--- src/rtl/cpu_types_pkg.sv ---
`default_nettype none
// ============================================================================
// Module      : cpu_types_pkg
// Description : Shared CPU word type, request-unit state enum, memory op type.
// Revision    : 1.0 - initial release
// ============================================================================
package cpu_types_pkg;

    localparam int c_WORD_W = 32;

    typedef logic [c_WORD_W-1:0] word_t;

    typedef enum logic [1:0] {
        FETCH = 2'd0,
        EXEC  = 2'd1,
        MEM   = 2'd2,
        HALT  = 2'd3
    } req_state_t;

    typedef enum logic {
        MEM_RD = 1'b0,
        MEM_WR = 1'b1
    } mem_op_t;

    // A write request dominates, so a simultaneous read is dropped.
    function automatic mem_op_t resolve_mem_op(input logic wen);
        return wen ? MEM_WR : MEM_RD;
    endfunction

endpackage
`default_nettype wire

--- src/rtl/request_unit_if.sv ---
`default_nettype none
// ============================================================================
// Module      : request_unit_if
// Description : Control-unit / memory-side bundle of the request unit.
// Revision    : 1.0 - initial release
// ============================================================================
interface request_unit_if;
    import cpu_types_pkg::*;

    logic  iREN;
    logic  dREN;
    logic  dWEN;
    logic  halt;
    logic  ihit;
    logic  dhit;
    word_t imemload;
    word_t dmemload;
    word_t alu_out;
    word_t rdat2;

    word_t instruction;
    logic  imemREN;
    logic  dmemREN;
    logic  dmemWEN;
    word_t dmemaddr;
    word_t dmemstore;
    word_t load_data;
    logic  pc_en;
    logic  halt_out;
    logic  err;
    word_t retired;

    modport master (
        output iREN, dREN, dWEN, halt, ihit, dhit,
        output imemload, dmemload, alu_out, rdat2,
        input  instruction, imemREN, dmemREN, dmemWEN,
        input  dmemaddr, dmemstore, load_data, pc_en, halt_out, err, retired
    );

    modport slave (
        input  iREN, dREN, dWEN, halt, ihit, dhit,
        input  imemload, dmemload, alu_out, rdat2,
        output instruction, imemREN, dmemREN, dmemWEN,
        output dmemaddr, dmemstore, load_data, pc_en, halt_out, err, retired
    );

endinterface
`default_nettype wire

--- src/rtl/request_timer.sv ---
`default_nettype none
// ============================================================================
// Module      : request_timer
// Description : Wait watchdog; expires on the (2^TIMEOUT_W-1)th wait cycle.
// Revision    : 1.0 - initial release
// ============================================================================
module request_timer #(
    parameter int TIMEOUT_W = 8
) (
    input  logic clk,
    input  logic rst_n,
    input  logic i_wait,
    output logic o_expired
);

    localparam logic [TIMEOUT_W-1:0] c_LAST = {{(TIMEOUT_W-1){1'b1}}, 1'b0};
    localparam logic [TIMEOUT_W-1:0] c_ONE  = {{(TIMEOUT_W-1){1'b0}}, 1'b1};

    logic [TIMEOUT_W-1:0] r_count;

    // Any non-wait cycle (a hit or a different state) restarts the count.
    always_ff @(posedge clk or negedge rst_n) begin
        if (!rst_n) begin
            r_count <= '0;
        end else if (!i_wait) begin
            r_count <= '0;
        end else if (!o_expired) begin
            r_count <= r_count + c_ONE;
        end
    end

    assign o_expired = i_wait && (r_count == c_LAST);

endmodule
`default_nettype wire

--- src/rtl/request_unit.sv ---
`default_nettype none
// ============================================================================
// Module      : request_unit
// Description : Fetch/exec/mem request sequencer; optional watchdog under
//               REQ_TIMEOUT_EN.
// Revision    : 1.0 - initial release
// ============================================================================
module request_unit
    import cpu_types_pkg::*;
#(
    parameter int TIMEOUT_W = 8
) (
    input  logic          CLK,
    input  logic          nRST,
    request_unit_if.slave bus
);

    req_state_t r_state;
    req_state_t w_state_nxt;
    mem_op_t    r_mem_op;
    word_t      r_instruction;
    word_t      r_dmemaddr;
    word_t      r_dmemstore;
    word_t      r_load_data;
    word_t      r_retired;
    logic       w_pc_en;
    logic       w_expired;
    logic       w_mem_issue;
    logic       w_dhit_mem;

    assign w_mem_issue = (r_state == EXEC) && !bus.halt && (bus.dWEN || bus.dREN);
    assign w_dhit_mem  = (r_state == MEM) && bus.dhit;

    always_ff @(posedge CLK or negedge nRST) begin
        if (!nRST) begin
            r_state <= FETCH;
        end else begin
            r_state <= w_state_nxt;
        end
    end

    always_comb begin
        w_state_nxt = r_state;
        w_pc_en     = 1'b0;
        case (r_state)
            FETCH: begin
                if (w_expired) begin
                    w_state_nxt = HALT;
                end else if (bus.ihit) begin
                    w_state_nxt = EXEC;
                end
            end
            EXEC: begin
                if (bus.halt) begin
                    w_state_nxt = HALT;
                end else if (bus.dWEN || bus.dREN) begin
                    w_state_nxt = MEM;
                end else begin
                    w_pc_en     = 1'b1;
                    w_state_nxt = FETCH;
                end
            end
            MEM: begin
                if (w_expired) begin
                    w_state_nxt = HALT;
                end else if (bus.dhit) begin
                    w_pc_en     = 1'b1;
                    w_state_nxt = FETCH;
                end
            end
            HALT:    w_state_nxt = HALT;
            default: w_state_nxt = FETCH;
        endcase
    end

    always_ff @(posedge CLK or negedge nRST) begin
        if (!nRST) begin
            r_instruction <= '0;
            r_dmemaddr    <= '0;
            r_dmemstore   <= '0;
            r_load_data   <= '0;
            r_retired     <= '0;
            r_mem_op      <= MEM_RD;
        end else begin
            if ((r_state == FETCH) && bus.ihit) begin
                r_instruction <= bus.imemload;
            end
            // Address, data and op type are frozen here so MEM ignores live inputs.
            if (w_mem_issue) begin
                r_dmemaddr  <= bus.alu_out;
                r_dmemstore <= bus.rdat2;
                r_mem_op    <= resolve_mem_op(bus.dWEN);
            end
            if (w_dhit_mem && (r_mem_op == MEM_RD)) begin
                r_load_data <= bus.dmemload;
            end
            if (w_pc_en) begin
                r_retired <= r_retired + 32'd1;
            end
        end
    end

`ifdef REQ_TIMEOUT_EN
    logic w_wait;
    logic r_err;

    assign w_wait = ((r_state == FETCH) && !bus.ihit) || ((r_state == MEM) && !bus.dhit);

    request_timer #(
        .TIMEOUT_W (TIMEOUT_W)
    ) u_request_timer (
        .clk       (CLK),
        .rst_n     (nRST),
        .i_wait    (w_wait),
        .o_expired (w_expired)
    );

    always_ff @(posedge CLK or negedge nRST) begin
        if (!nRST) begin
            r_err <= 1'b0;
        end else if (w_expired) begin
            r_err <= 1'b1;
        end
    end

    assign bus.err = r_err;
`else
    assign w_expired = 1'b0;
    assign bus.err   = 1'b0;
`endif

    // Requests decode from state only; hit strobes never reach them combinationally.
    assign bus.imemREN     = (r_state == FETCH) && bus.iREN;
    assign bus.dmemREN     = (r_state == MEM) && (r_mem_op == MEM_RD);
    assign bus.dmemWEN     = (r_state == MEM) && (r_mem_op == MEM_WR);
    assign bus.pc_en       = w_pc_en;
    assign bus.halt_out    = (r_state == HALT);
    assign bus.instruction = r_instruction;
    assign bus.dmemaddr    = r_dmemaddr;
    assign bus.dmemstore   = r_dmemstore;
    assign bus.load_data   = r_load_data;
    assign bus.retired     = r_retired;

endmodule
`default_nettype wire

--- src/flat_wrapper.sv ---
// flat-port wrapper written by rule: the top's interface ports become plain ports
module request_unit_flat import cpu_types_pkg::*;
#(
    parameter int TIMEOUT_W = 8
)
  (CLK, nRST, bus_iREN, bus_dREN, bus_dWEN, bus_halt, bus_ihit, bus_dhit, bus_imemload, bus_dmemload, bus_alu_out, bus_rdat2, bus_instruction, bus_imemREN, bus_dmemREN, bus_dmemWEN, bus_dmemaddr, bus_dmemstore, bus_load_data, bus_pc_en, bus_halt_out, bus_err, bus_retired);
  request_unit_if bus_i ();
  input  logic CLK;
  input  logic nRST;
  input wire logic [$bits(bus_i.iREN)-1:0] bus_iREN;
  input wire logic [$bits(bus_i.dREN)-1:0] bus_dREN;
  input wire logic [$bits(bus_i.dWEN)-1:0] bus_dWEN;
  input wire logic [$bits(bus_i.halt)-1:0] bus_halt;
  input wire logic [$bits(bus_i.ihit)-1:0] bus_ihit;
  input wire logic [$bits(bus_i.dhit)-1:0] bus_dhit;
  input wire logic [$bits(bus_i.imemload)-1:0] bus_imemload;
  input wire logic [$bits(bus_i.dmemload)-1:0] bus_dmemload;
  input wire logic [$bits(bus_i.alu_out)-1:0] bus_alu_out;
  input wire logic [$bits(bus_i.rdat2)-1:0] bus_rdat2;
  output wire logic [$bits(bus_i.instruction)-1:0] bus_instruction;
  output wire logic [$bits(bus_i.imemREN)-1:0] bus_imemREN;
  output wire logic [$bits(bus_i.dmemREN)-1:0] bus_dmemREN;
  output wire logic [$bits(bus_i.dmemWEN)-1:0] bus_dmemWEN;
  output wire logic [$bits(bus_i.dmemaddr)-1:0] bus_dmemaddr;
  output wire logic [$bits(bus_i.dmemstore)-1:0] bus_dmemstore;
  output wire logic [$bits(bus_i.load_data)-1:0] bus_load_data;
  output wire logic [$bits(bus_i.pc_en)-1:0] bus_pc_en;
  output wire logic [$bits(bus_i.halt_out)-1:0] bus_halt_out;
  output wire logic [$bits(bus_i.err)-1:0] bus_err;
  output wire logic [$bits(bus_i.retired)-1:0] bus_retired;
  assign bus_i.iREN = bus_iREN;
  assign bus_i.dREN = bus_dREN;
  assign bus_i.dWEN = bus_dWEN;
  assign bus_i.halt = bus_halt;
  assign bus_i.ihit = bus_ihit;
  assign bus_i.dhit = bus_dhit;
  assign bus_i.imemload = bus_imemload;
  assign bus_i.dmemload = bus_dmemload;
  assign bus_i.alu_out = bus_alu_out;
  assign bus_i.rdat2 = bus_rdat2;
  assign bus_instruction = bus_i.instruction;
  assign bus_imemREN = bus_i.imemREN;
  assign bus_dmemREN = bus_i.dmemREN;
  assign bus_dmemWEN = bus_i.dmemWEN;
  assign bus_dmemaddr = bus_i.dmemaddr;
  assign bus_dmemstore = bus_i.dmemstore;
  assign bus_load_data = bus_i.load_data;
  assign bus_pc_en = bus_i.pc_en;
  assign bus_halt_out = bus_i.halt_out;
  assign bus_err = bus_i.err;
  assign bus_retired = bus_i.retired;
  request_unit #(.TIMEOUT_W(TIMEOUT_W)) u_core (.CLK(CLK), .nRST(nRST), .bus(bus_i));
endmodule
--- config.mk ---
export PLATFORM = sky130hd
export DESIGN_NAME = request_unit_flat
export DESIGN_NICKNAME = d
export VERILOG_FILES = /design/src/rtl/cpu_types_pkg.sv /design/src/rtl/request_unit_if.sv /design/src/rtl/request_timer.sv /design/src/rtl/request_unit.sv /design/src/flat_wrapper.sv
export SDC_FILE = /design/constraint.sdc
export NUM_CORES = 1
export LEC_CHECK = 0
export CORE_ASPECT_RATIO = 1.2
export CORE_MARGIN = 3
export CORE_UTILIZATION = 35
export DETAILED_ROUTE_END_ITERATION = 16
export PLACE_DENSITY = 0.79
export SETUP_SLACK_MARGIN = 0.05
export SLEW_MARGIN = 20
export SYNTH_ARGS = -nofsm -noshare
export SYNTH_HDL_FRONTEND = slang
export SYNTH_SLANG_ARGS = --single-unit
--- constraint.sdc ---
create_clock -name CLK -period 5.73 [get_ports CLK]
set_input_delay 1.4325 -clock CLK [delete_from_list [all_inputs] [get_ports CLK]]
set_output_delay 1.4325 -clock CLK [all_outputs]
set_load 0.005 [all_outputs]
==> results.py, run 1 <==
metrics = {
    "clocking": {
        "post_cts_buffers": 0,
        "cts_root_buf": "clkbuf_16",
        "clock-sinks": 163,
        "clock_latency_ns": 0.42,
        "clk_pin_slew_ns": 0.07,
        "htreeDepth": 4,
        "cts_resized": 0,
        "cts_buffers": 17,
        "ctsHoldBuffers": 0,
        "clockBufferDepth": 2,
        "cts_tree": "built",
    },
    "power_and_ir_drop": {
        "switching_share_pct": 27.7,
        "p_leak_nw": 4.23,
        "seqPwrFrac_pct": 38.8,
        "irDropWorstVdd_mv": 0.231,
        "clkPwrFrac_pct": 21.5,
        "p_switching_mw": 1.37,
        "power.density_nw_per_um2": 480,
        "combinationalPowerShare_pct": 39.7,
        "power.internal_mw": 3.56,
    },
    "synth": {
        "avgSynthCellArea_sq_um": 14.7,
        "synth-edff-count": 0,
        "yosysSeqAreaShare_pct": 62.9,
        "synth.largest_area_cell": "dfrtp_1",
        "synth_async_sr_flop_share_pct": 100,
        "ys.flop_type": "dfrtp_1",
        "netlist_top_cells_area": "dfrtp_1 63%, mux2_2 22%, xnor2_1 3.8%, nand4_1 1.9%, nand2_1 0.98%",
        "syn_inst": 441,
        "synth_area_sq_um": 6480,
        "synth.distinct_cells": 30,
        "synthTopCellsByCount": "163 x dfrtp_1, 129 x mux2_2, 28 x xnor2_1",
        "netlist.area_leader.share_pct": 62.9,
        "post-synth-top-count-cell": "dfrtp_1",
        "syn_nets": 582,
        "ys_warn_count": 0,
        "ys_ff_latch": 163,
    },
    "worst_hold_path": {
        "worstHoldEndpoint": "u_core.bus.retired[31]",
        "holdCritStartpoint": "u_core.bus.retired[31]",
        "worstHoldPathCells": 1,
        "hold_class": "reg2reg",
    },
    "detailed_routing": {
        "routedWlPerCell_um": 18.3,
        "drtAntennaViolNets": 0,
        "drc_errors": 0,
        "via_count": 4760,
        "initialDrtViolationCount": 227,
        "firstDrtPassIters": 4,
        "wirelength_mm": 18.0,
        "routed_via_density": 4.85,
    },
    "die": {
        "die_x_um": 130,
        "core_area_sq_um": 17800,
        "io-pin-count": 302,
        "initial_core_util_pct": 36.3,
        "dieArea_sq_um": 20200,
        "die_h_um": 155,
        "rows": 53,
    },
    "job": {
        "drv.max_cap_violation_count": 0,
    },
    "grt": {
        "grt_start_max_net_pins": 83,
        "track_usage_pct": 17.6,
        "grt_pass1_vias": 5162,
        "grt_antenna_before_repair": 0,
        "overflow": 0,
        "grt_pass1_wl_mm": 27.7,
    },
    "finish": {
        "antenna_cells": 0,
        "post-route-util_pct": 57.6,
        "final_layout_size_suffix_gt1_share_pct": 22.2,
        "finalInstanceArea_sq_um": 10300,
        "final_nets": 890,
        "syn_to_final_growth_pct": 58.6,
    },
    "timing": {
        "relSlewSlack_pct": 43.1,
        "max_freq_mhz": 200,
        "fin_worst_skew_ns": 0.0113,
        "worstMarginPinSlew_ns": 0.853,
        "final_max_slew_viol_count": 0,
        "setup_ws_ns": 0.729,
        "fin_setup_tns_ns": 0,
        "period_needed_ns": 5.00,
        "setup_violations": 0,
        "finalHoldViolations": 0,
        "fin_crit_sh_pct": 87.3,
        "rsz0062_at_grt": "false",
    },
    "worst_setup_path": {
        "r2r-start": "u_core.r_state[1]",
        "cp.required_ns": 4.30,
        "path_class": "in2out",
        "regToRegSetupSlack_ns": 3.19,
        "critPathCaptureType": "primary output",
        "critical_path.max_fanout": 10,
        "cp.arrival_ns": 3.57,
        "ff2ff_path_depth": 6,
        "cp-start-kind": "primary input",
        "r2r_end": "u_core.bus.retired[29]",
    },
    "placement": {
        "place_worst_setup_slack_ns": 0.701,
        "placed_cell_area_sq_um": 9730,
        "numPortBuffers": 300,
        "hpwl_mm": 13.6,
        "gp_congestion": 0.884,
    },
    "status": {
        "outcome": "finished, final reports clean",
    },
}
[power by group through the flow]
stage               clock [mW]  sequential [mW]  combinational, mW
floorplan                    0             1.93              0.671
global placement             0             1.90               1.94
detailed placement           0             1.94               1.98
CTS                       1.08             1.92               1.99
global route              1.13             1.97               2.10
finish                    1.06             1.91               1.96
[state kept, by name, summed over array words and instances, names as in the netlist]
signal	flops
u_core.bus.instruction	32
u_core.bus.dmemaddr	32
u_core.bus.load_data	32
u_core.r_state	2
u_core.bus.retired	32
u_core.bus.dmemstore	32
u_core.r_mem_op	1
[cells by family after synthesis]
logic type      share of synthesized area [%]
mux                                      22.4
flops                                    62.9
buf+inv                                  1.33
other cells                            0.0579
fa+ha+maj                               0.965
xor+xnor                                 4.19
simple gates                             6.97
compound gates                           1.14
[per-stage QoR]
stage	power [mW]	hold WS (ns)	instances
CTS	5.00	0.495	982
finish	4.93	0.484	982
global placement	3.84	0.469	950
detailed placement	3.92	0.474	950
global route	5.21	0.511	982
floorplan	2.60	0.468	441
[layout by cell type (no fill, tap or decap), types with 2 or more instances in the layout]
cell type and count:
clkbuf_16 17, inv_6 5, a21oi_1 2, buf_4 5, and2_1 7, xor2_1 3, nand2_1 17, nor2b_1 3
xnor2_1 28, clkinvlp_4 5, clkdlybuf4s50_1 299, o21ai_0 4, and4_1 2, nand4_1 20, dfrtp_1 163, nand3_1 11
nor4_1 3, ha_1 5, and3_1 5, inv_1 3, mux2_2 129, clkbuf_1 2, nor2_1 10
[layout make-up]
cell class	count	area, sq um
Multi-Input combinational cell	258	2320
Fill cell	1441	7560
Clock buffer	20	447
Inverter	4	15.0
Timing Repair Buffer	305	3040
Clock inverter	12	97.6
Tap cell	220	275
Sequential cell	163	4080
[routing by layer]
metal,global-route usage (%),up-vias,part of all wire [%]
li1,-,2167,-
met1,19.0,2362,37
met2,32.3,202,53
met3,5.29,29,7.8
met4,5.74,0,2.0
met5,0,-,0
[critical path, cell delays in order]
cell,delay (ns)
clkdlybuf4s50_1,0.50
nor4b_1,0.57
o21ai_0,0.31
inv_2,0.22
clkdlybuf4s50_1,0.53
[how the worst max path moves through the flow]
| stage | depth (start not counted) | slack (ns) | end | start |
|---|---|---|---|---|
| final | 5 | 0.73 | bus_pc_en | bus_halt |
| after CTS | 5 | 0.70 | bus_pc_en | bus_halt |
| after global routing | 5 | 0.54 | bus_pc_en | bus_halt |
| after floorplan | 3 | 2.14 | bus_pc_en | bus_halt |
| after global placement | 5 | 0.73 | bus_pc_en | bus_halt |
| after detailed placement | 5 | 0.70 | bus_pc_en | bus_halt |
Power figures use the tool's default switching activity.
==> run 2: changes to the inputs <==
Settings changed: CORE_ASPECT_RATIO 1.2 to default, RECOVER_POWER from default to 100.
Clock period 5.73 ns to 6.4 ns, I/O delays scaled along.
==> results.py, run 2 (same netlist as run 1, synthesis figures left out) <==
metrics = {
    "timing": {
        "holdWs_ns": 0.469,
        "max_freq_mhz": 186,
        "final_max_slew_viol_count": 220,
        "period_needed_ns": 5.39,
        "relSlewSlack_pct": -160,
        "fin_worst_skew_ns": 0.0134,
        "fin_crit_sh_pct": 84.2,
        "finalHoldViolations": 0,
        "worstMarginPinSlew_ns": 3.90,
        "setup_violations": 0,
        "setup_ws_ns": 1.01,
        "fin_setup_tns_ns": 0,
        "rsz0062_at_grt": "false",
    },
    "die": {
        "die_x_um": 142,
        "rows": 49,
        "initial_core_util_pct": 35.8,
        "core_area_sq_um": 18100,
        "die_h_um": 142,
        "dieArea_sq_um": 20200,
        "io-pin-count": 302,
    },
    "clocking": {
        "clockBufferDepth": 2,
        "cts_resized": 0,
        "cts_root_buf": "clkbuf_16",
        "post_cts_buffers": 0,
        "clock_latency_ns": 0.42,
        "clock-sinks": 163,
        "clk_pin_slew_ns": 0.06,
        "ctsHoldBuffers": 0,
        "cts_tree": "built",
        "htreeDepth": 4,
        "cts_buffers": 17,
    },
    "worst_setup_path": {
        "cp-start-kind": "primary input",
        "critPathSlowestCell": "dlygate4sd3_1",
        "cp.arrival_ns": 3.79,
        "worstPathCellList": "dlygate4sd3_1 > nor4b_1 > o21ai_0 > inv_1 > dlygate4sd3_1",
        "critical_path.max_fanout": 10,
        "path_class": "in2out",
        "cpPeakStageDelay_ns": 0.62,
        "critPathCaptureType": "primary output",
        "cp.required_ns": 4.80,
        "cp_common_cell": "dlygate4sd3_1",
    },
    "detailed_routing": {
        "firstDrtPassIters": 4,
        "via_count": 4699,
        "wirelength_mm": 16.9,
        "drc_errors": 0,
        "initialDrtViolationCount": 177,
        "routed_via_density": 4.74,
        "drtAntennaViolNets": 0,
        "routedWlPerCell_um": 17.1,
    },
    "finish": {
        "layoutNonFillerInstCount": 991,
        "fillers": 1492,
        "syn_to_final_growth_pct": 58.9,
        "mostFrequentLayoutCell": "dlygate4sd3_1",
        "multi_input_area_sq_um": 2300,
        "finalInstanceArea_sq_um": 10300,
        "final_nets": 890,
        "final_layout_size_suffix_gt1_share_pct": 21.3,
        "final_cell_mix": "168 x dlygate4sd3_1, 163 x dfrtp_1, 131 x clkdlybuf4s50_1",
        "antenna_cells": 0,
        "seq_area_sq_um": 4080,
    },
    "grt": {
        "grt_antenna_before_repair": 0,
        "track_usage_pct": 16.5,
        "grt_start_max_net_pins": 73,
        "grt_pass1_vias": 4870,
        "overflow": 0,
        "grt_pass1_wl_mm": 26.2,
    },
    "worst_hold_path": {
        "hold_class": "reg2reg",
    },
    "placement": {
        "gp_congestion": 0.754,
        "hpwl_mm": 12.6,
        "numPortBuffers": 300,
        "placed_cell_area_sq_um": 9750,
        "dp.cells": 959,
        "place_worst_setup_slack_ns": 1.17,
    },
    "status": {
        "violations": "max-capacitance violations, max-slew violations",
        "outcome": "finished with violations",
    },
    "power_and_ir_drop": {
        "irDropWorstVdd_mv": 0.220,
        "p_leak_nw": 4.43,
        "power.density_nw_per_um2": 417,
    },
    "job": {
        "drv.max_cap_violation_count": 5,
    },
}
-- run 2: path summary, 6_finish.rpt --
path                                             start  cells past startpoint                  endpoint  slack, ns
max in group asynchronous                         nRST                      2  u_core.bus.dmemstore[24]       1.67
worst max-delay path                          bus_dREN                      5                 bus_pc_en       1.01
worst min register to register  u_core.bus.retired[31]                      1    u_core.bus.retired[31]       0.47
worst max register to register       u_core.r_state[1]                      6   u_core.bus.dmemaddr[18]       2.26
worst min-delay path            u_core.bus.retired[31]                      1    u_core.bus.retired[31]       0.47
min in group asynchronous                         nRST                      1    u_core.bus.retired[19]       2.52
-- run 2: layout make-up --
cell class	count	area share [%]
flip-flops and latches	163	39.6
well taps	229	2.78
clock buffers	20	4.34
repair buffers	305	29.4
multi-input cells	258	22.4
inverters	4	0.146
clock inverters	12	1.42
-- run 2: stage by stage --
| stage | util (%) | power (mW) |
|---|---|---|
| global placement | 53.9 | 3.44 |
| global route | 56.9 | 4.56 |
| detailed placement | 53.9 | 3.49 |
| floorplan | - | 2.33 |
| CTS | 57.2 | 4.53 |
| finish | 56.9 | 4.29 |
-- run 2: critical path, delay by kind of cell --
kind	cells	cell delay, ns
compound gates	1	0.26
simple gates	1	0.43
buf+inv	3	1.48
-- run 2: power by group --
| part | leakage, nW | internal, mW | switching, mW | total (mW) |
|---|---|---|---|---|
| clock | 0.280 | 0.594 | 0.428 | 1.02 |
| sequential | 1.99 | 1.46 | 0.208 | 1.67 |
| combinational | 2.15 | 1.06 | 0.537 | 1.60 |
-- run 2: routing by layer --
| metal | global-route usage (%) | share of wire (%) | up-vias |
|---|---|---|---|
| met4 | 5.61 | 1.7 | 0 |
| li1 | - | - | 2186 |
| met2 | 28.1 | 51 | 177 |
| met3 | 5.21 | 7.3 | 23 |
| met5 | 0 | 0 | - |
| met1 | 19.9 | 40 | 2313 |
==> run 3: changes to the inputs <==
Settings changed: PLACE_DENSITY 0.79 to 0.82.
Clock period 6.4 ns to 4.9 ns, I/O delays scaled along.
==> results.py, run 3 (same netlist as run 1, synthesis figures left out) <==
metrics = {
    "clocking": {
        "clk_pin_slew_ns": 0.06,
        "cts_buffers": 17,
        "ctsHoldBuffers": 0,
        "clock_latency_ns": 0.42,
        "clock-sinks": 163,
        "cts_root_buf": "clkbuf_16",
        "cts_tree": "built",
        "htreeDepth": 4,
        "clockBufferDepth": 2,
        "post_cts_buffers": 0,
        "cts_resized": 0,
    },
    "grt": {
        "overflow": 0,
        "track_usage_pct": 17.1,
        "grt_start_max_net_pins": 95,
        "use_met1_pct": 21.0,
        "grt_use_met3_pct": 6.85,
        "grt-busiest-layer": "met2",
        "grt_antenna_before_repair": 0,
        "grt_use_met2_pct": 27.7,
        "grt_pass1_wl_mm": 26.8,
        "grt_pass1_vias": 4911,
    },
    "timing": {
        "final_max_slew_viol_count": 221,
        "relSlewSlack_pct": -56.3,
        "finalHoldViolations": 0,
        "fin_worst_skew_ns": 0.0105,
        "period_needed_ns": 4.58,
        "holdWs_ns": 0.487,
        "fin_crit_sh_pct": 93.5,
        "rsz0062_at_grt": "false",
        "setup_violations": 0,
        "max_freq_mhz": 218,
        "worstMarginPinSlew_ns": 2.34,
        "fin_setup_tns_ns": 0,
        "setup_ws_ns": 0.318,
    },
    "die": {
        "rows": 49,
        "dieArea_sq_um": 20200,
        "die_h_um": 142,
        "core_area_sq_um": 18100,
        "io-pin-count": 302,
        "die_x_um": 142,
        "initial_core_util_pct": 35.8,
    },
    "worst_setup_path": {
        "critPathSlowestCell": "dlygate4sd3_1",
        "r2r_end": "u_core.bus.dmemstore[13]",
        "cp-start-kind": "primary input",
        "path_class": "in2out",
        "cpPeakStageDelay_ns": 0.57,
        "critPathCaptureType": "primary output",
        "cp.required_ns": 3.67,
        "worstPathCellList": "dlygate4sd3_1 > nor4b_1 > o21ai_0 > inv_1 > clkdlybuf4s50_1",
        "ff2ff_path_depth": 6,
        "regToRegSetupSlack_ns": 1.52,
        "r2r-start": "u_core.r_state[1]",
        "worstSetupStartpoint": "bus_dREN",
        "critical_path.max_fanout": 10,
        "cp.arrival_ns": 3.36,
    },
    "worst_hold_path": {
        "hold_class": "reg2reg",
        "worstHoldPathCells": 1,
        "worstHoldEndpoint": "u_core.bus.retired[31]",
        "holdCritStartpoint": "u_core.bus.retired[31]",
    },
    "placement": {
        "place_worst_setup_slack_ns": 0.429,
        "dp.cells": 959,
        "numPortBuffers": 300,
        "placed_cell_area_sq_um": 9760,
        "hpwl_mm": 13.1,
        "gp_congestion": 0.748,
    },
    "finish": {
        "layoutNonFillerInstCount": 992,
        "final_nets": 890,
        "fillers": 1525,
        "multi_input_area_sq_um": 2300,
        "final_cell_mix": "167 x dlygate4sd3_1, 163 x dfrtp_1, 132 x clkdlybuf4s50_1",
        "mostFrequentLayoutCell": "dlygate4sd3_1",
        "final_layout_size_suffix_gt1_share_pct": 21.4,
        "seq_area_sq_um": 4080,
        "syn_to_final_growth_pct": 59.4,
        "finalInstanceArea_sq_um": 10300,
        "post-route-util_pct": 57.1,
    },
    "detailed_routing": {
        "via_count": 4716,
        "drc_errors": 0,
        "drtAntennaViolNets": 0,
        "initialDrtViolationCount": 155,
        "routed_via_density": 4.75,
        "routedWlPerCell_um": 17.5,
        "firstDrtPassIters": 4,
        "wirelength_mm": 17.4,
    },
    "power_and_ir_drop": {
        "finalPower_mw": 5.65,
        "power.density_nw_per_um2": 547,
        "p_leak_nw": 4.44,
        "irDropWorstVdd_mv": 0.300,
    },
    "job": {
        "drv.max_cap_violation_count": 5,
    },
    "status": {
        "violations": "max-capacitance violations, max-slew violations",
        "outcome": "finished with violations",
    },
}
[run 3: cell types whose count changed in the layout (fill, tap and decap cells not counted), sizes merged]
cell and delta:
dlygate4sd3 -1, buf -1, clkdlybuf4s50 +1, diode +1
bufinv +1
[run 3: cell type report]
class	instances	share of cell area (%)
antenna	1	0.0242
clock buffer	19	4.29
clock inverter	13	1.67
inverter	4	0.145
multi-input combinational	258	22.3
sequential	163	39.5
tap	229	2.77
timing repair buffer	305	29.4
[run 3: worst max path at each step]
stage	to	slack [ns]	cells past startpoint
2_1_floorplan	bus_pc_en	1.72	3
3_3_place_gp	bus_pc_en	0.42	5
3_5_place_dp	bus_pc_en	0.43	5
4_1_cts	bus_pc_en	0.43	5
5_1_grt	bus_pc_en	0.20	5
6_report	bus_pc_en	0.32	5
[run 3: power by group]
part | switching, mW | internal (mW)
registers | 0.280 | 1.91
clock network | 0.556 | 0.825
logic | 0.702 | 1.37
[run 3: metal layers]
| metal | wire, um | share of wire [%] |
|---|---|---|
| met1 | 7030 | 40 |
| met2 | 8470 | 49 |
| met3 | 1630 | 9.4 |
| met4 | 236 | 1.4 |
| met5 | 0 | 0 |
[run 3: critical path: cells and delay by family]
| family | cells | cell delay, ns |
|---|---|---|
| buf+inv | 3 | 1.44 |
| compound gates | 1 | 0.26 |
| simple gates | 1 | 0.42 |
